--- config.mk ---
export PLATFORM = sky130hd
export DESIGN_NAME = mux_4to1_sel_case
export DESIGN_NICKNAME = d
export VERILOG_FILES = /design/src/rtl/mux_4to1_sel_pkg.sv /design/src/rtl/mux_4to1_comb.sv /design/src/rtl/mux_4to1_sel_case.sv
export SDC_FILE = /design/constraint.sdc
export NUM_CORES = 1
export LEC_CHECK = 0
export CAP_MARGIN = 10
export CORE_AREA = 2 2 39 41
export DETAILED_ROUTE_END_ITERATION = 12
export DIE_AREA = 0 0 41 43
export GPL_TIMING_DRIVEN = 1
export MAX_ROUTING_LAYER = met4
export PLACE_DENSITY = 0.67
export SLEW_MARGIN = 0
export SYNTH_ARGS = -nofsm -noshare
export SYNTH_HDL_FRONTEND = slang
export SYNTH_SLANG_ARGS = --single-unit
--- constraint.sdc ---
create_clock -name clk -period 1.3 [get_ports clk]
set_input_delay 0.26 -clock clk [delete_from_list [all_inputs] [get_ports clk]]
set_output_delay 0.26 -clock clk [all_outputs]
set_load 0.05 [all_outputs]
--- src/rtl/mux_4to1_sel_pkg.sv ---
// Shared select encoding for the 4:1 select-case multiplexer.
package mux_4to1_sel_pkg;

  typedef logic [1:0] sel_t;

  localparam sel_t SEL_A = 2'd0;
  localparam sel_t SEL_B = 2'd1;
  localparam sel_t SEL_C = 2'd2;
  localparam sel_t SEL_D = 2'd3;

endpackage : mux_4to1_sel_pkg

--- src/rtl/mux_4to1_comb.sv ---
// Pure combinational 4:1 decode. An unknown select falls to the default
// arm and yields zero, so X/Z on sel never propagates as a data word.
module mux_4to1_comb
  import mux_4to1_sel_pkg::*;
#(
  parameter int WIDTH = 4
) (
  input  logic [WIDTH-1:0] a,
  input  logic [WIDTH-1:0] b,
  input  logic [WIDTH-1:0] c,
  input  logic [WIDTH-1:0] d,
  input  sel_t             sel,
  output logic [WIDTH-1:0] out
);

  // Full case decode of the select onto one of the four data words.
  always_comb begin
    // NOTE: out gets a value on every path (default arm), so no latch is inferred.
    case (sel)
      SEL_A:   out = a;
      SEL_B:   out = b;
      SEL_C:   out = c;
      SEL_D:   out = d;
      default: out = '0;
    endcase
  end

endmodule : mux_4to1_comb

--- src/rtl/mux_4to1_sel_case.sv ---
// 4:1 multiplexer with a zero-latency output and a registered copy.
// The registered copy carries a valid flag and a one-cycle select-change
// pulse. Defining MUX_PARITY_EN adds a registered even-parity bit out_par
// covering out_q.
module mux_4to1_sel_case
  import mux_4to1_sel_pkg::*;
#(
  parameter int WIDTH = 4
) (
  input  logic             clk,
  input  logic             rst,
  input  logic [WIDTH-1:0] a,
  input  logic [WIDTH-1:0] b,
  input  logic [WIDTH-1:0] c,
  input  logic [WIDTH-1:0] d,
  input  sel_t             sel,
  output logic [WIDTH-1:0] out,
  output logic [WIDTH-1:0] out_q,
  output logic             out_vld,
  output logic             sel_chg
`ifdef MUX_PARITY_EN
  ,
  output logic             out_par
`endif
);

  logic [WIDTH-1:0] out_d;
  logic             vld_q, vld_d;
  sel_t             sel_q, sel_d;
  logic             chg_q, chg_d;
`ifdef MUX_PARITY_EN
  logic             par_q, par_d;
`endif

  mux_4to1_comb #(.WIDTH(WIDTH)) u_comb (
    .a   (a),
    .b   (b),
    .c   (c),
    .d   (d),
    .sel (sel),
    .out (out)
  );

  // Next-state values; the change pulse is gated by vld_q so the first
  // sample after reset never reports a change against the reset select.
  always_comb begin
    out_d = out;
    vld_d = 1'b1;
    sel_d = sel;
    chg_d = (sel != sel_q) && vld_q;
`ifdef MUX_PARITY_EN
    par_d = ^out;
`endif
  end

  // Output registers with synchronous active-high reset.
  always_ff @(posedge clk) begin
    // NOTE: non-blocking assignments so every flop samples pre-edge values.
    if (rst) begin
      out_q <= '0;
      vld_q <= 1'b0;
      sel_q <= SEL_A;
      chg_q <= 1'b0;
`ifdef MUX_PARITY_EN
      par_q <= 1'b0;
`endif
    end else begin
      out_q <= out_d;
      vld_q <= vld_d;
      sel_q <= sel_d;
      chg_q <= chg_d;
`ifdef MUX_PARITY_EN
      par_q <= par_d;
`endif
    end
  end

  assign out_vld = vld_q;
  assign sel_chg = chg_q;
`ifdef MUX_PARITY_EN
  assign out_par = par_q;
`endif

endmodule : mux_4to1_sel_case

==> results.json, run 1 <==
{
  "wl_per_cell_um": 11.8,
  "arrival_ps": 1070,
  "cts_buffers": 3,
  "cts_tree": "yes",
  "skew_ps": 0.0252,
  "syn-mean-instance-area_um2": 14.4,
  "tns_ps": -57.5,
  "worst_slew_pin_slew_ps": 134,
  "ff2ff_path_depth": 2,
  "post-route-min-period_ps": 1330,
  "relSlewSlack_pct": 91.1,
  "critical_path_class": "primary input to primary output",
  "fmax_mhz": 754,
  "synth_seq_cells": 8,
  "post-place-ws_ps": -626,
  "hold_ws_ps": 366,
  "layout-drive-gt1-share_pct": 66.7,
  "setup.worst_path.end_class": "primary output",
  "regArea_um2": 160,
  "core_um2": 1380,
  "critPathBufInv": 2,
  "first_global_vias": 341,
  "maxCapViolCount": 0,
  "drv_slew": 0,
  "worstSkewPairLatency_ps": 240,
  "netlist_area_um2": 330,
  "antennaDiodeCount": 0,
  "synth_nets": 43,
  "synthCells": 23,
  "crit_family": "multiplexers",
  "multi_input_area_um2": 155,
  "grt_usage_pct": 12.5,
  "overflow": 0,
  "max-vdd-ir-drop_uv": 390,
  "drtAntennaViolNets": 0,
  "cts_hold_buf": 0,
  "grt_pass1_wl_mm": 1.37,
  "finalHoldViolations": 0,
  "root_buffer": "clkbuf_4",
  "setup_ws_ps": -25.5,
  "rsz0062_at_grt": "true",
  "viasPerCell": 4.15,
  "worstPathCellList": "buf_12 -> mux4_2 -> buf_8",
  "area_delta_synth_final_pct": 108,
  "dp_hpwl_um": 712,
  "nets": 79,
  "critPathMaxStageDelay_ps": 540,
  "numPortBuffers": 29,
  "gp_congestion": 0.669,
  "yosysSeqAreaShare_pct": 48.5,
  "num_vias": 303,
  "setup_viol": 4,
  "ys.warnings.count": 0,
  "yosysUniqueCellTypes": 8,
  "post-route-period-util_pct": 102,
  "dr.pass1.iters": 2,
  "wirelength_um": 859,
  "crit_cells": 3,
  "num_rows": 14,
  "hold_path.class": "primary input to flop",
  "crit_fanout": 5,
  "path_clk_slew_ps": 50,
  "drt_iter0_drc": 3,
  "p_leak_nw": 0.325,
  "cp_slowest_cell": "mux4_2",
  "io_pins": 30,
  "die_h_um": 43,
  "n_fill_cell": 126,
  "h-tree-depth": 1,
  "antenna_found_initial": 0,
  "start_util_pct": 23.9,
  "powerDensity_nw_per_um2": 1080,
  "min_path_cells": 3,
  "numClockSinks": 8,
  "violations": "negative setup slack",
  "route.detailed.drc": 0,
  "cp-start-kind": "primary input",
  "fp.dieArea_um2": 1760,
  "die_x_um": 41,
  "clk_path_buf_depth": 2,
  "outcome": "finished with violations",
  "grt_max_degree": 7,
  "required_ps": 1040
}
-- sequential cells by signal, summed over array words and instances (netlist names) --
register,count
out_q,4
out_vld,1
sel_chg,1
sel_q,2
-- worst paths after layout --
kind	startpoint	to	slack [ps]
min reg2reg	out_vld$_DFF_P_	sel_chg$_SDFF_PP0_	510
max	sel[0]	out[0]	-30
min	sel[0]	sel_q[0]$_SDFF_PP0_	370
max reg2reg	sel_q[1]$_SDFF_PP0_	sel_chg$_SDFF_PP0_	550
-- worst reg2reg max path, stage by stage, from the launching register on --
cell     delay, ps
dfxtp_1        300
xor2_1         130
o211a_1        210
-- logic make-up after synthesis --
group           synth area share, %
flops                          48.5
simple gates                   11.4
mux                            27.3
xor+xnor                       5.30
buf+inv                        4.54
compound gates                 3.03
-- cell usage in the layout, fill, tap and decap left out, drive strengths merged --
master         instances
buf                   30
dfxtp                  8
mux4                   4
and2                   4
clkbuf                 3
xor2                   2
nor2b                  2
inv                    1
o211a                  1
clkdlybuf4s50          1
clkdlybuf4s15          1
-- routing by layer --
| layer | global-route usage, % | wire [um] |
|---|---|---|
| met1 | 14.6 | 287 |
| met2 | 18.4 | 437 |
| met3 | 2.62 | 134 |
| met4 | 8.00 | 0 |
| met5 | - | 0 |
-- area by class of cell --
type	count	area share (%)
inverters	1	0.547
well taps	16	2.92
flip-flops and latches	8	23.4
clock buffers	3	3.28
multi-input cells	13	22.6
repair buffers	32	47.3
-- repair_timing --
item / CTS / global route
gates resized for setup: 68 / 1
setup endpoints to repair: 8 / 4
buffers inserted: 0 / 1
-- synthesized netlist by cell type --
cell / count / area, um^2
and2_1: 4 / 25.0
buf_6: 1 / 11.3
dfxtp_1: 8 / 160
inv_1: 1 / 3.75
mux4_2: 4 / 90.1
nor2b_1: 2 / 12.5
o211a_1: 1 / 10.0
xor2_1: 2 / 17.5
-- per-stage QoR --
step                      power (W)  std cells  util (%)  instance area [um^2]
after floorplan            0.000416         23         -                   334
after global placement     0.000564         69      50.2                   694
after detailed placement   0.000563         69      50.2                   694
after CTS                  0.000749         72      48.6                   673
after global routing       0.000780         73      49.5                   686
final                      0.000739         73      49.5                   686
-- power by group --
part / switching, W / total (W) / internal (W)
Clock: 0.0000710 / 0.000176 / 0.000105
Combinational: 0.000140 / 0.000288 / 0.000148
Sequential: 0.0000121 / 0.000275 / 0.000263
Note: power is estimated with default switching activity, not from simulation.
==> run 2: changes to the inputs <==
--- a/config.mk
+++ b/config.mk
@@ -12,7 +12,7 @@
 export GPL_TIMING_DRIVEN = 1
 export MAX_ROUTING_LAYER = met4
 export PLACE_DENSITY = 0.67
-export SLEW_MARGIN = 0
+export SLEW_MARGIN = 20
 export SYNTH_ARGS = -nofsm -noshare
 export SYNTH_HDL_FRONTEND = slang
 export SYNTH_SLANG_ARGS = --single-unit
==> results of run 2 <==
Same layout as run 1: the final DEF is identical, and so are final timing and power.
==> run 3: changes to the inputs <==
--- a/config.mk
+++ b/config.mk
@@ -12,6 +12,7 @@
 export GPL_TIMING_DRIVEN = 1
 export MAX_ROUTING_LAYER = met4
 export PLACE_DENSITY = 0.67
+export REMOVE_ABC_BUFFERS = 1
 export SLEW_MARGIN = 20
 export SYNTH_ARGS = -nofsm -noshare
 export SYNTH_HDL_FRONTEND = slang
==> results.json, run 3 (synthesis gave the netlist of run 1 again) <==
{
  "powerDensity_nw_per_um2": 1090,
  "use_met1_pct": 14.5,
  "grt_use_met3_pct": 3.14,
  "post-route-period-util_pct": 102,
  "dp_hpwl_um": 714,
  "hold_path.class": "primary input to flop",
  "root_buffer": "clkbuf_4",
  "total_power_w": 0.000738,
  "num_rows": 14,
  "p_leak_nw": 0.320,
  "numPortBuffers": 29,
  "layout_common_cells": "buf_2 (16), dfxtp_1 (8), buf_12 (7)",
  "fmax_mhz": 753,
  "numClockSinks": 8,
  "cp-start-kind": "primary input",
  "min_from": "sel[0]",
  "drv_slew": 0,
  "antenna_found_initial": 0,
  "grt-busiest-layer": "met2",
  "regMostFlops": "out_q",
  "grt_usage_pct": 11.5,
  "setup.worst_path.end_class": "primary output",
  "die_h_um": 43,
  "area_delta_synth_final_pct": 105,
  "rr_endpoint": "sel_chg$_SDFF_PP0_",
  "crit_fanout": 5,
  "ff2ff_setup_slack_ps": 540,
  "die_x_um": 41,
  "antennaDiodeCount": 0,
  "skew_ps": 0.135,
  "multi_input_area_um2": 155,
  "violations": "negative setup slack",
  "worstPathCellList": "buf_12 -> mux4_2 -> buf_8",
  "worstSkewPairLatency_ps": 240,
  "grt_pass1_wl_mm": 1.30,
  "wl_per_cell_um": 11.3,
  "relSlewSlack_pct": 91.1,
  "ff2ff_path_depth": 2,
  "crit_family": "multiplexers",
  "worst_slew_pin_slew_ps": 133,
  "min_path_cells": 3,
  "io_pins": 30,
  "rr_startpoint": "sel_q[1]$_SDFF_PP0_",
  "drt_iter0_drc": 3,
  "cts_hold_buf": 0,
  "path_clk_slew_ps": 50,
  "holdPathEnd": "sel_q[0]$_SDFF_PP0_",
  "critical_path_class": "primary input to primary output",
  "clk_path_buf_depth": 2,
  "tns_ps": -45.3,
  "first_global_vias": 304,
  "gp_congestion": 0.683,
  "post-route-min-period_ps": 1330,
  "dr.pass1.iters": 4,
  "num_vias": 298,
  "final_util_pct": 49.0,
  "overflow": 0,
  "crit_path_start": "sel[0]",
  "critPathBufInv": 2,
  "hold_ws_ps": 367,
  "layout-drive-gt1-share_pct": 66.1,
  "cp_slowest_cell": "mux4_2",
  "core_um2": 1380,
  "finalHoldViolations": 0,
  "nets": 78,
  "largest_reg_flops": 4,
  "start_util_pct": 23.9,
  "cts_tree": "yes",
  "setup_ws_ps": -27.8,
  "use_met2_pct": 16.3,
  "route.detailed.drc": 0,
  "required_ps": 1040,
  "regArea_um2": 160,
  "h-tree-depth": 1,
  "final_common_cell": "buf_2",
  "rsz0062_at_grt": "true",
  "max-vdd-ir-drop_uv": 447,
  "reg.largest.list": "out_q: 4 flops, sel_q: 2 flops",
  "wirelength_um": 815,
  "n_fill_cell": 126,
  "grt_max_degree": 7,
  "maxCapViolCount": 0,
  "outcome": "finished with violations",
  "critPathMaxStageDelay_ps": 540,
  "fp.dieArea_um2": 1760,
  "arrival_ps": 1070,
  "cts_buffers": 3,
  "setup_viol": 4,
  "drtAntennaViolNets": 0,
  "viasPerCell": 4.14
}
run 3: cell count changes in the layout (fill, tap and decap cells not counted), sizes merged:
cell  delta
buf      -1
run 3: stage by stage:
step	setup slack, ps	instance area, um^2	instances
2_1_floorplan	69.7	319	22
3_3_place_gp	-643	694	69
3_5_place_dp	-663	694	69
4_1_cts	-31.2	678	72
5_1_grt	-43.5	678	72
6_report	-27.8	678	72
run 3: area by class of cell:
| type | instances | share of cell area, % |
|---|---|---|
| Clock buffer | 3 | 3.32 |
| Sequential cell | 8 | 23.6 |
| Timing Repair Buffer | 31 | 46.7 |
| Inverter | 1 | 0.554 |
| Multi-Input combinational cell | 13 | 22.9 |
| Tap cell | 16 | 2.95 |
run 3: per-layer routing:
layer	up-vias	share of wire, %
li1	148	-
met2	25	46
met4	0	0
met3	0	10
met1	125	44
met5	-	0
run 3: how the worst max path moves through the flow:
stage,to,slack (ps),cells after the start
6_report,out[0],-30,3
5_1_grt,out[0],-40,3
4_1_cts,out[0],-30,3
3_5_place_dp,out[0],-660,3
3_3_place_gp,out[0],-640,3
2_1_floorplan,out_q[0]$_SDFF_PP0_,70,2
run 3: power breakdown:
| part | internal, W | switching, W | total, W | leakage, nW |
|---|---|---|---|---|
| Combinational | 0.000145 | 0.000138 | 0.000283 | 0.240 |
| Clock | 0.000105 | 0.0000752 | 0.000180 | 0.0138 |
| Sequential | 0.000263 | 0.0000119 | 0.000275 | 0.0667 |
| Total | 0.000513 | 0.000226 | 0.000738 | 0.320 |
run 3: tightest hold or removal path, stage by stage:
cell	delay [ps]
buf_12	90
buf_4	110
nor2b_1	110
run 3: what timing repair did:
item,4_1_cts,5_1_grt
setup buffers,0,0
pin swaps,0,0
resized for setup,69,0
setup endpoints to repair,8,4
